===== src/rtl/trig_ctrl.sv =====
// Multi-channel trigger controller: per-channel qualification filters, pending
// capture with miss counting, and round-robin arbitration onto one pulse output.
module trig_ctrl #(
    parameter  int NCH = 4,
    parameter  int CW  = 16,
    localparam int SW  = (NCH > 1) ? $clog2(NCH) : 1
) (
    input  logic           C,
    input  logic           RN,
    input  logic [NCH-1:0] TRIG_IN,
    input  logic [NCH-1:0] EN,
    input  logic [CW-1:0]  FILT_LEN,
    input  logic [CW-1:0]  PW,
    input  logic [CW-1:0]  HOLDOFF,
    input  logic           ARM,
    input  logic           DISARM,
    input  logic           ONESHOT,
    output logic           TRIG_OUT,
    output logic [SW-1:0]  SRC,
    output logic           BUSY,
    output logic           ARMED,
    output logic [7:0]     MISS_CNT
);

    typedef enum logic [1:0] {ST_IDLE, ST_PULSE, ST_HOLD} state_t;

    function automatic logic [3:0] pop_count(input logic [NCH-1:0] v);
        logic [3:0] n;
        n = '0;
        for (int i = 0; i < NCH; i++) n = n + {3'b000, v[i]};
        return n;
    endfunction

    function automatic logic [7:0] sat_add8(input logic [7:0] a, input logic [3:0] b);
        logic [8:0] s;
        s = {1'b0, a} + {5'b00000, b};
        return s[8] ? 8'hFF : s[7:0];
    endfunction

    state_t         state;
    logic [CW-1:0]  filt_cnt [NCH];
    logic [NCH-1:0] qual, qual_p1, evt, pend, pend_nxt, miss, gnt_mask;
    logic [SW-1:0]  rr_ptr, gnt_idx, idx;
    logic [SW:0]    sum;
    logic           gnt_any, accept;
    logic [CW-1:0]  tmr, hold_lat;

    always_comb begin
        qual = '0;
        for (int i = 0; i < NCH; i++)
            qual[i] = TRIG_IN[i] & EN[i] & (filt_cnt[i] == FILT_LEN);
    end

    // One event per qualified assertion: only the rising edge of qual counts.
    assign evt = qual & ~qual_p1;

    always_comb begin
        gnt_any  = 1'b0;
        gnt_idx  = '0;
        gnt_mask = '0;
        idx      = '0;
        sum      = '0;
        if (state == ST_IDLE && ARMED) begin
            for (int off = 0; off < NCH; off++) begin
                sum = {1'b0, rr_ptr} + (SW+1)'(off);
                if (sum >= (SW+1)'(NCH)) sum = sum - (SW+1)'(NCH);
                idx = sum[SW-1:0];
                if (!gnt_any && pend[idx]) begin
                    gnt_any       = 1'b1;
                    gnt_idx       = idx;
                    gnt_mask[idx] = 1'b1;
                end
            end
        end
    end

    // A one-shot grant disarms in the same cycle, so its coincident events are lost.
    assign accept   = ARMED & ~DISARM & ~(gnt_any & ONESHOT);
    assign miss     = accept ? (evt & pend & ~gnt_mask) : '0;
    assign pend_nxt = DISARM ? '0 : (((pend & ~gnt_mask) | (accept ? evt : '0)) & EN);

    // Stage p1: filter counters and registered qualification.
    always_ff @(posedge C or negedge RN) begin
        if (!RN) begin
            qual_p1 <= '0;
            for (int i = 0; i < NCH; i++) filt_cnt[i] <= '0;
        end else begin
            qual_p1 <= qual;
            for (int i = 0; i < NCH; i++) begin
                if (!TRIG_IN[i] || !EN[i])      filt_cnt[i] <= '0;
                else if (filt_cnt[i] >= FILT_LEN) filt_cnt[i] <= FILT_LEN;
                else                              filt_cnt[i] <= filt_cnt[i] + 1'b1;
            end
        end
    end

    always_ff @(posedge C or negedge RN) begin
        if (!RN) begin
            pend     <= '0;
            MISS_CNT <= '0;
            ARMED    <= 1'b0;
        end else begin
            pend     <= pend_nxt;
            MISS_CNT <= sat_add8(MISS_CNT, pop_count(miss));
            if (DISARM)                 ARMED <= 1'b0;
            else if (gnt_any && ONESHOT) ARMED <= 1'b0;
            else if (ARM)               ARMED <= 1'b1;
        end
    end

    // Pulse/holdoff sequencer; PW and HOLDOFF are captured only at grant.
    always_ff @(posedge C or negedge RN) begin
        if (!RN) begin
            state    <= ST_IDLE;
            TRIG_OUT <= 1'b0;
            BUSY     <= 1'b0;
            SRC      <= '0;
            rr_ptr   <= '0;
            tmr      <= '0;
            hold_lat <= '0;
        end else begin
            case (state)
                ST_IDLE: begin
                    if (gnt_any) begin
                        state    <= ST_PULSE;
                        TRIG_OUT <= 1'b1;
                        BUSY     <= 1'b1;
                        SRC      <= gnt_idx;
                        rr_ptr   <= (gnt_idx == SW'(NCH-1)) ? '0 : gnt_idx + 1'b1;
                        tmr      <= (PW == '0) ? CW'(1) : PW;
                        hold_lat <= HOLDOFF;
                    end
                end
                ST_PULSE: begin
                    if (tmr <= CW'(1)) begin
                        TRIG_OUT <= 1'b0;
                        if (hold_lat == '0) begin
                            state <= ST_IDLE;
                            BUSY  <= 1'b0;
                        end else begin
                            state <= ST_HOLD;
                            tmr   <= hold_lat;
                        end
                    end else begin
                        tmr <= tmr - 1'b1;
                    end
                end
                ST_HOLD: begin
                    if (tmr <= CW'(1)) begin
                        state <= ST_IDLE;
                        BUSY  <= 1'b0;
                    end else begin
                        tmr <= tmr - 1'b1;
                    end
                end
                default: begin
                    state    <= ST_IDLE;
                    TRIG_OUT <= 1'b0;
                    BUSY     <= 1'b0;
                end
            endcase
        end
    end

endmodule

===== config.mk =====
export PLATFORM = sky130hd
export DESIGN_NAME = trig_ctrl
export DESIGN_NICKNAME = d
export VERILOG_FILES = /design/src/rtl/trig_ctrl.sv
export SDC_FILE = /design/constraint.sdc
export NUM_CORES = 1
export LEC_CHECK = 0
export ABC_AREA = 0
export CORE_MARGIN = 4
export CORE_UTILIZATION = 60
export DETAILED_ROUTE_END_ITERATION = 12
export PLACE_DENSITY = 0.84
export SYNTH_ARGS = -nofsm -noshare
export SYNTH_HDL_FRONTEND = slang
export SYNTH_SLANG_ARGS = --single-unit

===== constraint.sdc =====
create_clock -name C -period 6 [get_ports C]
set_input_delay 0.9 -clock C [delete_from_list [all_inputs] [get_ports C]]
set_output_delay 0.9 -clock C [all_outputs]
set_load 0.01 [all_outputs]

==> results of run 1 <==
how the worst max path moves through the flow:
stage                       endpoint  cells past startpoint  slack, ps                  start
6_report       MISS_CNT[0]$_DFF_PN0_                     15        510  rr_ptr[0]$_DFFE_PN0P_
5_1_grt        MISS_CNT[1]$_DFF_PN0_                     15        170  rr_ptr[0]$_DFFE_PN0P_
4_1_cts        MISS_CNT[0]$_DFF_PN0_                     15        510  rr_ptr[0]$_DFFE_PN0P_
3_5_place_dp   MISS_CNT[0]$_DFF_PN0_                     15        540  rr_ptr[0]$_DFFE_PN0P_
3_3_place_gp   MISS_CNT[4]$_DFF_PN0_                     15        660  rr_ptr[0]$_DFFE_PN0P_
2_1_floorplan  MISS_CNT[7]$_DFF_PN0_                     17       1070  rr_ptr[0]$_DFFE_PN0P_
through the flow:
step,setup WS [ps],util,hold WS [ps],instance area [µm²]
3_5_place_dp,544,0.670,471,9740
6_report,506,0.708,488,10300
4_1_cts,509,0.708,489,10300
3_3_place_gp,663,0.670,467,9740
5_1_grt,167,0.708,518,10300
2_1_floorplan,1070,-,453,8890
power by group through the flow:
stage / Combinational, µW / Sequential (µW) / Clock [µW]
after floorplan: 496 / 982 / 0
after global placement: 665 / 1010 / 0
after detailed placement: 681 / 1020 / 0
after CTS: 688 / 1000 / 986
after global routing: 771 / 1020 / 1030
final: 696 / 1010 / 978
layout by cell type (no fill, tap or decap), drive strengths merged, types with 13 or more instances in the layout:
cell type / Yosys / final
a211oi: 54 / 54
a21oi: 53 / 53
and3: 19 / 19
clkbuf: 29 / 23
clkdlybuf4s50: 0 / 72
dfrtp: 121 / 121
ha: 83 / 83
inv: 42 / 42
mux2i: 38 / 38
nand2: 180 / 180
nand3: 40 / 40
nand4: 24 / 24
nor2: 27 / 27
nor3: 23 / 23
nor4: 13 / 13
o21ai: 31 / 31
xnor2: 51 / 51
xor2: 18 / 18
routing by layer:
layer | wire length [µm] | share of wire | up-vias
met5 | 0 | 0 | -
met4 | 1020 | 0.041 | 0
met3 | 1730 | 0.070 | 71
met2 | 11900 | 0.48 | 382
met1 | 10100 | 0.41 | 3858
li1 | - | - | 3755
tightest hold or removal path: stages (launching register included):
cell     delay, ps
dfrtp_1        350
nand2_1         50
nand2_1         60
registers in the layout, summed over array words and instances, names as in the netlist:
register,flops
BUSY,1
tmr,16
qual_p1,4
filt_cnt,64
ARMED,1
state,2
rr_ptr,2
hold_lat,16
SRC,2
MISS_CNT,8
pend,4
TRIG_OUT,1
logic make-up after synthesis:
logic type	count (synthesis)	share of synthesized area
DFF	121	0.341
xor gates and xnor gates	69	0.0680
and+or+nand+nor	378	0.205
muxes	50	0.0643
adders and majority gates	86	0.124
buffers and inverters	76	0.0341
AOI/OAI and AO/OA	215	0.164
cell type report:
class / count / area (µm²)
well taps: 184 / 230
multi-input cells: 798 / 5560
repair buffers: 78 / 766
inverters: 42 / 158
flip-flops and latches: 121 / 3030
clock inverters: 7 / 68.8
clock buffers: 23 / 488
fillers: 1145 / 4240
==> results_dict.tcl, run 1 <==
set metrics [dict create \
    outcome "finished, final reports clean" \
    timing.setup.tns_ps 0 \
    r2r-end "MISS_CNT[0]$_DFF_PN0_" \
    setup.worst_path.start_class "flop" \
    power_frac_clock 0.365 \
    wire_per_inst_um 19.7 \
    cts_inserted_buffers 17 \
    clk_latency_ps 410 \
    core_area_um2 14500 \
    clock_tree.buffer_depth 2 \
    cpLargestDelayFamily "adder cells" \
    max-slew-margin-rel 0.205 \
    synth.top_cells.by_area "dfrtp_1 (34%), ha_1 (12%), nand2_1 (7.6%)" \
    io_buffer_count 73 \
    timing.reg2reg.setup_slack_ps 510 \
    grt_max_degree 73 \
    timing.final.crit_share 0.916 \
    setup_viol_count_final 0 \
    yosys_warning_total 0 \
    drtIter0Drc 698 \
    final.min_clock_period_ps 5490 \
    die_width_um 130 \
    antenna-diode-count 0 \
    layout.cells.non_filler 1253 \
    routed_wirelength_um 24700 \
    die_area_um2 16800 \
    cell_with_the_most_instances_after_synthesis "nand2_1" \
    hold_path.startpoint "SRC[1]$_DFFE_PN0P_" \
    setup_repair_after_global_routing_missed_its_margin "false" \
    drc 0 \
    synth_common_cells "nand2_1 (180), dfrtp_1 (121), ha_1 (83)" \
    post-cts-setup-buffers 0 \
    final_weighted_congestion_in_routability_driven_placement 0.958 \
    pwr-share-comb 0.260 \
    ioPinCount 74 \
    gr-max-usage-layer "met2" \
    post_route_cells_drive_above_1_share 0.0505 \
    grt-ovfl-total 0 \
    ys.flop_type "dfrtp_1" \
    synth_area_leader_cell "dfrtp_1" \
    min_to "SRC[1]$_DFFE_PN0P_" \
    holdBufCountCts 0 \
    detailedRoute.firstPassIterationCount 6 \
    switching_share 0.334 \
    clock_sinks 121 \
    worst_setup_path_end_kind "flop" \
    syn_inst 995 \
    ctsResizeCount 0 \
    finalPower_uw 2680 \
    whs_path_depth 2 \
    share_seq_of_total_power 0.376 \
    synth-seq-area-share 0.341 \
    critical_path_arrival_ps 5790 \
    areaGrowthSynthToFinish_pct 15.8 \
    nets 1205 \
    drt-vias-per-instance 6.44 \
    num_vias 8066 \
    count_of_flip_flops_with_a_built_in_enable_after_synthesis 0 \
    internal_power_uw 1790 \
    grt_first_pass_wirelength_um 40000 \
    clock_tree_from_tritoncts "built" \
    cts_max_level 4 \
    cts_root_buffer "clkbuf_16" \
    ys_seq_elements 121 \
    crit_fanout 19 \
    gr-usage-met2 0.494 \
    drv_slew 0 \
    maxCapViolCount 0 \
    placementRows 44 \
    worst_r2r_path_depth 15 \
    grt_antenna_before_repair 0 \
    netlist_area_um2 8890 \
    switching_power_uw 897 \
    synth_top_area_frac 0.341 \
    dp_hpwl_um 18100 \
    tightest_slew_ps 1190 \
    critical_path.max_stage_delay_ps 720 \
    grt_util_met3 0.0561 \
    hold_viol 0 \
    class_of_the_tightest_hold_or_removal_check "flop to flop" \
    syn-num-nets 1142 \
    gr-usage-met1 0.389 \
    required_ps 6290 \
    post-place-cells 1223 \
    critical_path.reg2reg.startpoint "rr_ptr[0]$_DFFE_PN0P_" \
    final_antenna_net_count 0 \
    criticalPathCategory "flop to flop" \
    vdd_ir_drop_max_mv 0.217 \
    cellLeakagePower_uw 0.00439 \
    cpMaxStageDelayCell "dfrtp_1" \
    crit_path_frequent_cell "fa_1" \
    initial_utilization 0.612 \
    count_of_cell_types_in_the_netlist 65 \
    cell_by_cell_trace_of_the_critical_path "inv_1 > ha_1 > mux4_2 > or4_4 > and2_4 > a21oi_4 > nand4b_1 > or2_1 > fa_1 > inv_1 > fa_1 > fa_1 > and3_1 > nand3_1 > nand2b_1" \
    async_set_or_reset_flop_fraction_in_the_synthesized_netlist 1.00 \
    syn_avg_cell_area_um2 8.93 \
    worst_clk_skew_ps 8.71 \
    power.density_cell_area_nw_per_um2 261 \
    path_buf_inv 2 \
    grtUsageTotal 0.301 \
    die-height_um 130 \
    cts.clk_slew.worst_paths_ps 50 \
    max_freq_mhz 182 \
    grt_pass1_vias 7905 \
]
Note: power is estimated with default switching activity, not from simulation.
==> run 2: changes to the inputs <==
--- a/config.mk
+++ b/config.mk
@@ -9,7 +9,7 @@
 export CORE_MARGIN = 4
 export CORE_UTILIZATION = 60
 export DETAILED_ROUTE_END_ITERATION = 12
-export PLACE_DENSITY = 0.84
+export PLACE_DENSITY = 0.8
 export SYNTH_ARGS = -nofsm -noshare
 export SYNTH_HDL_FRONTEND = slang
 export SYNTH_SLANG_ARGS = --single-unit
==> results_dict.tcl, run 2 (synthesis results as in run 1) <==
set metrics [dict create \
    grt_max_degree 78 \
    hold_viol 0 \
    drv_slew 0 \
    io_buffer_count 73 \
    required_ps 6300 \
    cts_max_level 4 \
    worst_setup_path_end_kind "flop" \
    critical_path_arrival_ps 5530 \
    vdd_ir_drop_max_mv 0.204 \
    largestRegisters "filt_cnt x64, hold_lat x16, tmr x16" \
    cts.clk_slew.worst_paths_ps 60 \
    largest_reg_flops 64 \
    ctsResizeCount 0 \
    seqCellArea_um2 3030 \
    grtUsageTotal 0.300 \
    cts_root_buffer "clkbuf_16" \
    initial_utilization 0.612 \
    clock_sinks 121 \
    layout_common_cells "nand2_1 (180), dfrtp_1 (121), ha_1 (83)" \
    grt_antenna_before_repair 0 \
    clk_latency_ps 420 \
    areaGrowthSynthToFinish_pct 16.1 \
    clock_tree.buffer_depth 2 \
    drc 0 \
    grt_first_pass_wirelength_um 39700 \
    tightest_slew_ps 1170 \
    final_common_cell "nand2_1" \
    antenna-diode-count 0 \
    nets 1208 \
    crit_fanout 19 \
    post_route_cells_drive_above_1_share 0.0549 \
    cts_inserted_buffers 17 \
    core_area_um2 14500 \
    final_antenna_net_count 0 \
    finalHoldWorstSlack_ps 469 \
    routed_wirelength_um 24700 \
    final.min_clock_period_ps 5230 \
    cellLeakagePower_uw 0.00440 \
    maxCapViolCount 0 \
    grt_pass1_vias 7849 \
    final_weighted_congestion_in_routability_driven_placement 0.944 \
    ioPinCount 74 \
    num_vias 8094 \
    wire_per_inst_um 19.6 \
    power.density_cell_area_nw_per_um2 260 \
    largest-register "filt_cnt" \
    setup.worst_path.start_class "flop" \
    finalPower_uw 2680 \
    worst_clk_skew_ps 7.66 \
    detailedRoute.firstPassIterationCount 6 \
    multi_input_area_um2 5560 \
    grt-ovfl-total 0 \
    dp_hpwl_um 18100 \
    setup_repair_after_global_routing_missed_its_margin "false" \
    post-cts-setup-buffers 0 \
    criticalPathCategory "flop to flop" \
    max_freq_mhz 191 \
    fillerInstances 1129 \
    timing.final.crit_share 0.871 \
    die-height_um 130 \
    drt-vias-per-instance 6.43 \
    placementRows 44 \
    drtIter0Drc 682 \
    holdBufCountCts 0 \
    class_of_the_tightest_hold_or_removal_check "flop to flop" \
    max-slew-margin-rel 0.220 \
    die_width_um 130 \
    setup_viol_count_final 0 \
    clock_tree_from_tritoncts "built" \
    die_area_um2 16800 \
    outcome "finished, final reports clean" \
    timing.setup.tns_ps 0 \
]
[run 2: cell count changes in the layout (fill, tap and decap cells not counted), sizes merged]
cell / before / now
clkinvlp: 2 / 4
buf: 6 / 9
clkbuf: 23 / 21
clkinv: 4 / 5
inv: 42 / 43
[run 2: path summary, 6_finish.rpt]
check	cells past startpoint	end	startpoint	slack (ps)
worst min-delay path	2	SRC[0]$_DFFE_PN0P_	SRC[0]$_DFFE_PN0P_	470
worst max-delay path	15	MISS_CNT[0]$_DFF_PN0_	rr_ptr[1]$_DFFE_PN0P_	770
min in group asynchronous	1	tmr[7]$_DFFE_PN0P_	RN	480
worst min register to register	2	SRC[0]$_DFFE_PN0P_	SRC[0]$_DFFE_PN0P_	470
max in group asynchronous	2	filt_cnt[25]$_DFF_PN0_	RN	4060
worst max register to register	15	MISS_CNT[0]$_DFF_PN0_	rr_ptr[1]$_DFFE_PN0P_	770
[run 2: metal layers]
metal / track usage / wire length [µm] / vias up / share of wire
met4: 0.131 / 1040 / 0 / 0.042
met1: 0.386 / 10400 / 3876 / 0.42
met5: 0 / 0 / - / 0
li1: - / - / 3773 / -
met2: 0.490 / 11600 / 364 / 0.47
met3: 0.0671 / 1700 / 81 / 0.069
[run 2: per-stage QoR]
| step | worst slack (ps) | util | cell area [µm²] | cells |
|---|---|---|---|---|
| floorplan | 1070 | - | 8890 | 995 |
| global placement | 831 | 0.672 | 9760 | 1226 |
| detailed placement | 725 | 0.672 | 9760 | 1226 |
| CTS | 790 | 0.710 | 10300 | 1258 |
| global route | 532 | 0.710 | 10300 | 1258 |
| finish | 773 | 0.710 | 10300 | 1258 |
[run 2: power by group]
part | switching, µW | total [µW] | internal (µW) | leakage, µW
combinational | 420 | 703 | 283 | 0.00256
sequential | 103 | 1000 | 899 | 0.00158
clock | 385 | 973 | 589 | 0.000265
total | 908 | 2680 | 1770 | 0.00440
[run 2: area by class of cell]
cell class / count / area share
multi-input combinational: 798 / 0.539
sequential: 121 / 0.293
timing repair buffer: 81 / 0.0764
clock buffer: 21 / 0.0446
tap: 184 / 0.0223
inverter: 42 / 0.0153
clock inverter: 11 / 0.00946
[run 2: worst max-delay path: stages, from the launching register on]
cell	delay, ps
dfrtp_1	530
inv_1	170
ha_1	420
mux4_2	620
or4_4	540
and2_4	250
a21oi_4	200
nand4b_1	130
or2_1	260
fa_1	520
inv_1	60
fa_1	460
fa_1	410
and3_1	210
nand3_1	220
nand2b_1	90
==> run 3: changes to the inputs <==
--- a/config.mk
+++ b/config.mk
@@ -9,6 +9,7 @@
 export CORE_MARGIN = 4
 export CORE_UTILIZATION = 60
 export DETAILED_ROUTE_END_ITERATION = 12
+export GPL_TIMING_DRIVEN = 0
 export PLACE_DENSITY = 0.8
 export SYNTH_ARGS = -nofsm -noshare
 export SYNTH_HDL_FRONTEND = slang
==> results_dict.tcl, run 3 (synthesis results as in run 1) <==
set metrics [dict create \
    outcome "finished, final reports clean" \
    cellLeakagePower_uw 0.00445 \
    cts_inserted_buffers 17 \
    drc 0 \
    wire_per_inst_um 19.0 \
    num_vias 8088 \
    setup.worst_path.start_class "flop" \
    vdd_ir_drop_max_mv 0.227 \
    drt-vias-per-instance 6.30 \
    largest_reg_flops 64 \
    die-height_um 130 \
    setup_viol_count_final 0 \
    holdBufCountCts 0 \
    die_width_um 130 \
    ioPinCount 74 \
    clock_tree.buffer_depth 2 \
    die_area_um2 16800 \
    crit_fanout 10 \
    routed_wirelength_um 24400 \
    post_route_cells_drive_above_1_share 0.0482 \
    route.layer.met1.wl_um 9990 \
    clk_latency_ps 420 \
    clock_sinks 121 \
    largest-register "filt_cnt" \
    final.min_clock_period_ps 5470 \
    finalPower_uw 2770 \
    clock_tree_from_tritoncts "built" \
    layout.cells.non_filler 1283 \
    drv_slew 0 \
    timing.reg2reg.setup_slack_ps 530 \
    grt_antenna_before_repair 0 \
    placementRows 44 \
    largestRegisters "filt_cnt x64, hold_lat x16, tmr x16" \
    tightest_slew_ps 1060 \
    setup_repair_after_global_routing_missed_its_margin "false" \
    areaGrowthSynthToFinish_pct 17.6 \
    max-slew-margin-rel 0.294 \
    detailedRoute.firstPassIterationCount 5 \
    drtIter0Drc 724 \
    cts_root_buffer "clkbuf_16" \
    highest-signal-layer "met4" \
    grt_first_pass_wirelength_um 39400 \
    grt_pass1_vias 7828 \
    route.met2.wl_um 11500 \
    nets 1235 \
    final_common_cell "nand2_1" \
    post-cts-setup-buffers 0 \
    cts.clk_slew.worst_paths_ps 60 \
    maxCapViolCount 0 \
    route.met3.wl_um 1890 \
    final_antenna_net_count 0 \
    hold_viol 0 \
    detailed_place.area_um2 9880 \
    finish.utilization 0.719 \
    grtUsageTotal 0.300 \
    layout_common_cells "nand2_1 (180), dfrtp_1 (121), ha_1 (83)" \
    worst_clk_skew_ps 6.48 \
    worst_setup_path_end_kind "flop" \
    criticalPathCategory "flop to flop" \
    power.density_cell_area_nw_per_um2 265 \
    grt_max_degree 69 \
    io_buffer_count 73 \
    core_area_um2 14500 \
    seqCellArea_um2 3030 \
    multi_input_area_um2 5560 \
    fillerInstances 1141 \
    final_weighted_congestion_in_routability_driven_placement 0.919 \
    cts_max_level 4 \
    critical_path_arrival_ps 5760 \
    required_ps 6290 \
    class_of_the_tightest_hold_or_removal_check "primary input to asynchronous set/reset pin" \
    antenna-diode-count 0 \
    fin_area_um2 10500 \
    max_freq_mhz 183 \
    ctsResizeCount 0 \
    grt-ovfl-total 0 \
    initial_utilization 0.612 \
    dp_hpwl_um 17500 \
    timing.final.crit_share 0.911 \
    post-place-cells 1253 \
]
==> run 3: cell count changes in the layout (fill, tap and decap cells not counted), sizes merged <==
cell	delta
buf	-2
bufinv	+2
clkbuf	+29
clkinv	-1
clkinvlp	-2
inv	-1
==> run 3: final timing paths <==
path	from	end	depth (start not counted)
max	rr_ptr[0]$_DFFE_PN0P_	MISS_CNT[5]$_DFF_PN0_	17
min reg2reg	SRC[1]$_DFFE_PN0P_	SRC[1]$_DFFE_PN0P_	2
max reg2reg	rr_ptr[0]$_DFFE_PN0P_	MISS_CNT[5]$_DFF_PN0_	17
min in group C	SRC[1]$_DFFE_PN0P_	SRC[1]$_DFFE_PN0P_	2
min	RN	tmr[5]$_DFFE_PN0P_	1
max in group asynchronous	RN	filt_cnt[28]$_DFF_PN0_	2
==> run 3: power breakdown <==
part	switching (µW)	internal [µW]	total [µW]	leakage [µW]
sequential	100	899	999	0.00158
combinational	451	296	746	0.00259
clock	369	655	1020	0.000279
==> run 3: layer usage <==
metal | track usage | vias up
met5 | 0 | -
met4 | 0.124 | 0
met3 | 0.0626 | 78
met2 | 0.497 | 359
met1 | 0.384 | 3828
li1 | - | 3823
==> run 3: critical path: stages (launching register included) <==
cell	delay [ps]
dfrtp_1	500
buf_6	200
inv_1	120
ha_1	420
mux4_2	640
or4_4	550
and2_4	180
buf_6	130
a21oi_4	190
nand4b_1	150
or2_1	260
fa_1	520
inv_1	60
fa_1	460
fa_1	420
and3_1	210
nand3_1	230
nand2_1	90
==> run 3: cell type report <==
class	count	area share
inverter	42	0.0151
clock inverter	9	0.0120
buffer	34	0.0139
sequential	121	0.290
tap	184	0.0220
clock buffer	21	0.0431
timing repair buffer	74	0.0727
multi-input combinational	798	0.532
==> run 3: metrics by stage <==
stage                     setup TNS, ps  hold slack [ps]  setup slack (ps)
after floorplan                       0              453              1070
after global placement           -92410              460              -771
after detailed placement              0              465               441
after CTS                             0              449               524
after global routing                  0              461               194
final                                 0              422               533
